===== config.mk =====
export PLATFORM = sky130hd
export DESIGN_NAME = hc_msi_trio
export DESIGN_NICKNAME = d
export VERILOG_FILES = /design/src/rtl/hc_msi_pkg.sv /design/src/rtl/hc_prio_enc8.sv /design/src/rtl/hc_msi_trio.sv
export SDC_FILE = /design/constraint.sdc
export NUM_CORES = 1
export LEC_CHECK = 0
export CORE_UTILIZATION = 31
export DETAILED_ROUTE_END_ITERATION = 8
export PLACE_DENSITY = 0.77
export SKIP_CTS_REPAIR_TIMING = 1
export SYNTH_ARGS = -nofsm -noshare
export SYNTH_HDL_FRONTEND = slang
export SYNTH_SLANG_ARGS = --single-unit

===== constraint.sdc =====
create_clock -name clk -period 1.1 [get_ports clk]
set_input_delay 0.33 -clock clk [delete_from_list [all_inputs] [get_ports clk]]
set_output_delay 0.33 -clock clk [all_outputs]
set_load 0.05 [all_outputs]

===== src/rtl/hc_msi_pkg.sv =====
`default_nettype none
// ============================================================================
// Module   : hc_msi_pkg
// Brief    : Shared widths and idle/reset values for the hc_msi_trio slice.
// Revision : 1.0 - initial release
// ============================================================================
package hc_msi_pkg;

    localparam int DEC_W = 8;
    localparam int SEL_W = 3;
    localparam int MUX_W = 4;

    localparam logic [DEC_W-1:0] DEC_IDLE = 8'hFF;
    localparam logic [SEL_W-1:0] ENC_IDLE = 3'b111;
    localparam logic             MUX_IDLE = 1'b0;

endpackage : hc_msi_pkg
`default_nettype wire


===== src/rtl/hc_prio_enc8.sv =====
`default_nettype none
// ============================================================================
// Module   : hc_prio_enc8
// Brief    : Combinational 8-to-3 priority encoder core, 74HC148 behaviour.
// Revision : 1.0 - initial release
// ============================================================================
module hc_prio_enc8
    import hc_msi_pkg::*;
(
    input  logic [DEC_W-1:0] i_req,
    input  logic             i_ei,
    output logic [SEL_W-1:0] o_out,
    output logic             o_eo,
    output logic             o_gs
);

    logic             w_any;
    logic [SEL_W-1:0] w_idx;

    // Ascending scan so the highest active-low request overwrites lower ones.
    always_comb begin
        w_any = 1'b0;
        w_idx = '0;
        for (int i = 0; i < DEC_W; i++) begin
            if (!i_req[i]) begin
                w_any = 1'b1;
                w_idx = SEL_W'(i);
            end
        end
    end

    always_comb begin
        o_out = ENC_IDLE;
        o_eo  = 1'b1;
        o_gs  = 1'b1;
        if (!i_ei) begin
            if (w_any) begin
                o_out = ~w_idx;
                o_gs  = 1'b0;
            end else begin
                o_eo  = 1'b0;
            end
        end
    end

endmodule : hc_prio_enc8
`default_nettype wire


===== src/rtl/hc_msi_trio.sv =====
`default_nettype none
// ============================================================================
// Module   : hc_msi_trio
// Brief    : Registered 74HC138 decoder, 74HC148 encoder and 74HC153 mux.
// Revision : 1.0 - initial release
// ============================================================================
module hc_msi_trio
    import hc_msi_pkg::*;
(
    input  logic             clk,
    input  logic             rst,
    input  logic [2:0]       dec_e,
    input  logic [SEL_W-1:0] dec_a,
    output logic [DEC_W-1:0] dec_y,
    input  logic [DEC_W-1:0] enc_in,
    input  logic             enc_ei,
    output logic [SEL_W-1:0] enc_out,
    output logic             enc_eo,
    output logic             enc_gs,
    input  logic [MUX_W-1:0] mux_in,
    input  logic [1:0]       mux_sel,
    input  logic             mux_ei,
    output logic             mux_out
);

    logic             w_dec_en;
    logic [DEC_W-1:0] w_dec_y;
    logic [SEL_W-1:0] w_enc_out;
    logic             w_enc_eo;
    logic             w_enc_gs;
    logic             w_mux_out;

    logic [DEC_W-1:0] r_dec_y;
    logic [SEL_W-1:0] r_enc_out;
    logic             r_enc_eo;
    logic             r_enc_gs;
    logic             r_mux_out;

    // Pure AND form: any known disabling enable bit forces FF even if others are X.
    assign w_dec_en  = dec_e[2] & ~dec_e[1] & ~dec_e[0];
    assign w_dec_y   = ~({DEC_W{w_dec_en}} & (DEC_W'(1) << dec_a));
    assign w_mux_out = ~mux_ei & mux_in[mux_sel];

    hc_prio_enc8 u_prio_enc8 (
        .i_req (enc_in),
        .i_ei  (enc_ei),
        .o_out (w_enc_out),
        .o_eo  (w_enc_eo),
        .o_gs  (w_enc_gs)
    );

    always_ff @(posedge clk) begin
        if (rst) begin
            r_dec_y   <= DEC_IDLE;
            r_enc_out <= ENC_IDLE;
            r_enc_eo  <= 1'b1;
            r_enc_gs  <= 1'b1;
            r_mux_out <= MUX_IDLE;
        end else begin
            r_dec_y   <= w_dec_y;
            r_enc_out <= w_enc_out;
            r_enc_eo  <= w_enc_eo;
            r_enc_gs  <= w_enc_gs;
            r_mux_out <= w_mux_out;
        end
    end

    assign dec_y   = r_dec_y;
    assign enc_out = r_enc_out;
    assign enc_eo  = r_enc_eo;
    assign enc_gs  = r_enc_gs;
    assign mux_out = r_mux_out;

endmodule : hc_msi_trio
`default_nettype wire


Word-level counts from Yosys, hierarchy flattened
Index checks and enable logic that the tools add are counted.
{"block": "word_totals", "regBits": 14, "latch_bits": 0, "ram_bits": 0, "mem_bits_ro": 0, "output_inout_bits": 14, "wordCells": 38, "n_memories": 0}
{"block": "op_classes", "addsub": 0, "mul": 0, "div": 0, "order_cmp": 1, "n_eq_ne": 0, "shift": 1, "mux": 19, "bitwise": 10, "reduce_logical": 2}
{"operator": "$mux W1", "count": 12}
{"operator": "$mux W3", "count": 4}
{"operator": "$and A8 B8 Y8", "count": 1}
{"operator": "$not A8 Y8", "count": 1}
{"operator": "$shl A1 B3 Y8 const A", "count": 1}
{"operator": "$mux W2", "count": 2}
{"operator": "$not A1 Y1", "count": 4}
{"operator": "$and A1 B1 Y1", "count": 3}
{"operator": "$lt A2 B3 Y1 const B", "count": 1}
{"operator": "$not A3 Y3", "count": 1}
{"operator": "$reduce_or A3 Y1", "count": 1}
{"operator": "$bmux W1 S2", "count": 1}
{"operator": "$reduce_or A2 Y1", "count": 1}

Logic depth before layout (Yosys ltp)
{"block": "depth", "depth_word": 10, "mapped_depth": 3, "ltp_nobuf": 3}

Hierarchy
From an unflattened synthesis, not the netlist that was laid out.
{"block": "unflattened", "cells_unflattened": 47, "hier_area_um2": 520.5}
{"module": "hc_msi_trio", "instances": 1, "cells_each": 33, "area_per_inst_um2": 434.2, "seq_area_each_um2": 280.3}
{"module": "hc_prio_enc8", "instances": 1, "cells_each": 14, "area_per_inst_um2": 86.3, "seq_area_each_um2": 0.0}

Least setup slack after synthesis
Ideal clock, no wire load.
{"block": "synth_path", "kind": "register -> output", "start": "register r_dec_y[0] (netlist: dec_y[0])", "end": "output port dec_y[0]", "arrival_time_ps": 587, "required_time_ps": 770, "path_slack_ps": 183, "stages_incl_launch_ff": 1, "n_path_buf": 0, "cell_sequence": "dfxtp_1"}
{"element": "start, declared", "line_no": "hc_msi_trio.sv:33", "text": "logic [DEC_W-1:0] r_dec_y;"}
{"element": "start signal, assigned", "line_no": "hc_msi_trio.sv:60", "text": "r_dec_y <= w_dec_y;"}
{"element": "end, declared", "line_no": "hc_msi_trio.sv:14", "text": "output logic [DEC_W-1:0] dec_y,"}
No word-level cell between the ends.

Worst setup path after layout
{"block": "layout_path", "start": "input port dec_e[0]", "end": "register r_dec_y[3] (netlist: dec_y[3])"}
{"block": "layout_via", "elab_chain_len": 4}
{"element": "start, declared", "line_no": "hc_msi_trio.sv:12", "text": "input logic [2:0] dec_e,"}
{"element": "$not A1 Y1", "line_no": "hc_msi_trio.sv:40", "text": "assign w_dec_en = dec_e[2] & ~dec_e[1] & ~dec_e[0];"}
{"element": "$and A1 B1 Y1", "line_no": "hc_msi_trio.sv:40"}
{"element": "$and A8 B8 Y8", "line_no": "hc_msi_trio.sv:41", "text": "assign w_dec_y = ~({DEC_W{w_dec_en}} & (DEC_W'(1) << dec_a));"}
{"element": "$not A8 Y8", "line_no": "hc_msi_trio.sv:41"}
No other way between the ends.
A chain may end at the register's enable or synchronous reset.

==> run summary <==
The slowest stage of the critical path is the sky130_fd_sc_hd__clkdlybuf4s50_1 cell. The initial standard-cell utilization of the core came out at 35.07%. During placement, the flow inserted port buffers numbering 37. The die boundary height came out at 41.32 µm. Of all nets on the critical path, the largest fanout is 4. The total number of nets in the final design is 121. The synthesized area per cell came out at 9.984 µm². The family with the most delay on the worst path is simple AND/OR/NAND/NOR gates. The startpoint identified for the worst hold timing path is rst. The post-synthesis to final-layout area growth is 143.3%. The peak ir drop on the vdd network came out at 860.8 µV. The number of diodes added for antenna fixing came out at 0. The total clock buffers created by CTS is 3. With fillers left out, the area of the finished cells amounts to 1166 µm².

The worst setup path is captured at a register. The final reports fail on negative setup slack. The minimum clock period after layout came out at 1113 ps.

The number of design rule violations left after detail routing came out at 0. The number of standard cells after synthesis is 48. At the worst endpoint, the required time is 1250 ps. The via total after detailed routing is 555. The number of nets still failing antenna checks after routing came out at 0. The total number of yosys warnings came out at 0. The worst hold path class is input port to register.

The total power density per cell area came out at 973.1 nW/µm². The switching component of the power came out at 269.6 µW. The first global-routing pass estimated 2007 µm of wire. TritonCTS built the clock tree. STA classifies the critical path startpoint as an input port. Summed over all nets, the half-perimeter wirelength after detailed placement is 1206 µm. The path with the worst hold slack has its endpoint at mux_out. Setup repair after global routing could not meet its margin everywhere.

The stage delay of the slowest cell on the critical path came out at 420 ps. The last weighted congestion value of the routability-driven placer is 0.8085. The clock network power share is 31.4%.

Along the worst hold path, the cell count comes to 2. The critical path goes through clkdlybuf4s50_1 > nor2_2 > and4bb_2 > nand3_2. In this run, the number of DRC markers left after iteration 0 of detailed routing was 12. The sum of overflow across all layers after global routing is 0. The maximum clock rate came out at 0.8983 GHz. The number of global-route vias before repair came out at 497. In the final routed layout, each cell accounts on average for 15.92 µm.

The number of fill cells in the layout is 71. The instance area after placement is 1039 µm². In this run the core area contains 13 standard-cell rows.

The H-tree level count came out at 1. The floorplan step defined a die boundary enclosing 1707 µm². The placement-stage worst setup slack came out at -376.1 ps.

The number of buffers and inverters on the critical path is 1. The switching power as a share of total power is 23.76%. The share of total power dissipated in combinational logic is 21.8%.

Power comes to 1135 µW. Registers are responsible for 46.8% of the overall power. Entering global routing, the biggest net connects 9 pins. After synthesis the netlist holds a flip-flop and latch count of 14.

The static leakage power came out at 0.0005701 µW. The net count after synthesis is 72. The largest buffer count on any clock path came out at 2. The number of top-level pins is 38. For the pin with the worst max-slew slack, the measured transition is 297.4 ps.

The relative max-transition margin is 80.06%. The number of setup violations in the final report is 1. The clock root buffer master is sky130_fd_sc_hd__clkbuf_4. STA puts the critical path data arrival time at 1270 ps. The type of the setup path with the least slack is input port to register.

The number of distinct standard cells referenced by the synthesized netlist is 18. The internal power of the cells totals 865.1 µW. Clock-pin slew was measured on the worst setup and hold paths at 80 ps. In this run, placement finished with an instance count of 104. Across all setup checks in the final design, the least slack found is -13.28 ps. The die is 41.32 µm wide. After synthesis, flip-flops and latches occupy 58.49% of the total area.

The detailed-router iteration count before antenna repair came out at 4. Cells with a size suffix above 1 make up 51.04% of the layout. The tool flagged a number of max-cap violations equal to 0. The run finished, with violations left. The number of non-filler instances in the completed layout is 111. The number of pins exceeding their max-slew limit in the final report came out at 0. The post-synthesis cell area came out at 479.2 µm². The number of clock sinks is 14. Dividing the final minimum period by the clock period gives 101.2%.

The initial antenna violation count came out at 0. The total wire length came out at 1767 µm. The placeable core region is 1366 µm². The per-cell via count in the routed design is 5.000. The overall global routing resource usage is 19.30%.

The final count of hold timing violations is 0.
==> Yosys cell counts <==
cell type                   count  area (µm²)
sky130_fd_sc_hd__dfxtp_1       14       280.3
sky130_fd_sc_hd__nand2_1       10       37.54
sky130_fd_sc_hd__nor2_1         4       15.01
sky130_fd_sc_hd__nand3_1        3       15.01
sky130_fd_sc_hd__nor2b_1        3       18.77
sky130_fd_sc_hd__nand4_1        2       12.51
sky130_fd_sc_hd__a2111oi_2      1       15.01
sky130_fd_sc_hd__a211oi_1       1       7.510
sky130_fd_sc_hd__a21oi_1        1       5.000
sky130_fd_sc_hd__a31o_2         1       8.760
sky130_fd_sc_hd__and4b_1        1       10.01
sky130_fd_sc_hd__and4bb_2       1       12.51
sky130_fd_sc_hd__inv_1          1       3.750
sky130_fd_sc_hd__mux2i_1        1       10.01
sky130_fd_sc_hd__nand2b_1       1       6.260
sky130_fd_sc_hd__o21ai_0        1       5.000
sky130_fd_sc_hd__o21ai_2        1       8.760
sky130_fd_sc_hd__o21bai_1       1       7.510
==> layer usage <==
metal	vias up	track usage (%)	wire length [µm]
met5	-	0	0
met4	0	9.677	23
met3	2	7.979	172
met2	30	33.59	929
met1	257	19.73	642
li1	266	-	-
==> worst max-delay path by stage <==
stage               slack, ps          to        from  depth (start not counted)
floorplan                 180    dec_y[0]    dec_y[0]                          0
global placement         -330     mux_out  mux_sel[0]                          3
detailed placement       -380  enc_out[1]         rst                          4
CTS                       -80  enc_out[0]   enc_in[5]                          4
global route              -50     mux_out   mux_in[2]                          3
finish                    -10    dec_y[3]    dec_e[0]                          4
==> state kept, by name, indices dropped and copies added, names as in the netlist <==
register	flops
enc_eo	1
dec_y	8
mux_out	1
enc_out	3
enc_gs	1
==> area by class of cell <==
cell class              count  area [µm²]  share of cell area, %
well taps                  15       18.77                  1.609
multi-input cells          33       216.5                  18.56
flip-flops and latches     14       297.8                  25.54
clock buffers               4       36.28                  3.112
inverters                   1       3.754                 0.3219
repair buffers             44       593.1                  50.86
==> cell usage in the layout, fill, tap and decap left out, drive strengths merged <==
| master | count |
|---|---|
| a2111oi | 1 |
| a211oi | 1 |
| a21oi | 1 |
| a31o | 1 |
| and4b | 1 |
| and4bb | 1 |
| buf | 21 |
| clkbuf | 4 |
| clkdlybuf4s50 | 11 |
| dfxtp | 14 |
| dlymetal6s2s | 12 |
| inv | 1 |
| mux2i | 1 |
| nand2 | 10 |
| nand2b | 1 |
| nand3 | 3 |
| nand4 | 2 |
| nor2 | 4 |
| nor2b | 3 |
| o21ai | 2 |
| o21bai | 1 |
==> power by group through the flow <==
stage | registers (µW) | clock network, µW | logic (µW)
finish | 531 | 357 | 247
global route | 531 | 391 | 262
CTS | 529 | 367 | 237
detailed placement | 541 | 0 | 236
global placement | 540 | 0 | 230
floorplan | 575 | 0 | 33.6
==> cells by family after synthesis <==
group | count (synthesis) | synth area share [%]
simple gates | 25 | 26.63
flops | 14 | 58.49
buf+inv | 1 | 0.7825
mux | 1 | 2.089
compound gates | 7 | 12.01
==> metrics by stage <==
step | setup TNS [ps] | utilization [%] | hold WS [ps]
final | -13.28 | 85.35 | 333.1
after detailed placement | -4344 | 76.01 | 778.7
after floorplan | 0 | - | 398.9
after global placement | -3791 | 76.01 | 777.2
after CTS | -699.2 | 78.66 | 642.3
after global routing | -235.6 | 85.35 | 363.4
Power figures use the tool's default switching activity.
==> variant (same flow settings) <==
Remove the register `r_dec_y`: a continuous assignment takes its place, so the output `dec_y` follows one clock earlier.
--- a/src/rtl/hc_msi_trio.sv
+++ b/src/rtl/hc_msi_trio.sv
@@ -53,3 +53,2 @@
         if (rst) begin
-            r_dec_y   <= DEC_IDLE;
             r_enc_out <= ENC_IDLE;
@@ -59,3 +58,2 @@
         end else begin
-            r_dec_y   <= w_dec_y;
             r_enc_out <= w_enc_out;
@@ -66,2 +64,4 @@
     end
+
+    assign r_dec_y = w_dec_y;
 
Formal check against the unedited RTL: not equivalent (Yosys sat finds a counterexample within 4 cycles, from zero or initial values and one cycle with rst high).
==> variant against the original RTL <==
  * The run now fails in global routing
  * Synthesized area is 33% lower
==> variant: results (changes against the original RTL) <==
stop_error: "[ERROR DPL-0038] Utilization greater than 100%, impossible to legalize"
worstEpCategory: "primary output"
crit_endpoint: "dec_y[7]"
htree_num_levels: 1  # unchanged
yosysUniqueCellTypes: 18  # unchanged
yosys_warnings: 0  # unchanged
io_buffers: 37  # unchanged
synth_common_cells: "nand2_1, dfxtp_1, nand3_1, nor2_1, nor2b_1"  # was dfxtp_1, nand2_1, nor2_1
cts-root-buf: "clkbuf_2"  # was clkbuf_4
numCtsBuffers: 3  # unchanged
failed_stage: "global routing"
outcome: "did not finish"  # was finished, violations left
placed_cell_area_sq_um: 903  # was 0.00104 sq mm
post-dp-hpwl_mm: 1.51  # was 1.21 mm
die_w_microns: 34.1  # was 41.3 microns
grt_start_max_net_pins: 5
yosysSeqAreaShare_pct: 37.5  # was 58.5%
cts.sink_count: 6  # was 14
netlist_top_cells_area: "dfxtp_1, nand2_1, nor2b_1"  # unchanged
synth_nets: 63  # was 72
clockBufferDepth: 2  # unchanged
routabilityCongestion: 0.619  # was 0.809
postSynth.asyncResetShare_pct: 0  # unchanged
==> variant: changes by cell type after synthesis, sizes merged <==
cell	change
and4b	-1
dfxtp	-8
nor2	-1
nor4b	+1
==> variant: logic make-up after synthesis <==
logic type	count (synthesis)	synth area share (%)
compound gates	7	18.0
buf+inv	1	1.17
flops	6	37.5
mux	1	3.13
simple gates	24	40.2
==> variant: through the flow <==
step / worst slack, ns / cells / setup TNS, ns / util, %
floorplan: -0.248 / 39 / -1.48 / -
CTS: -0.778 / 101 / -6.80 / 96.7
detailed placement: -0.780 / 98 / -8.01 / 95.1
global placement: -0.734 / 98 / -7.16 / 95.1
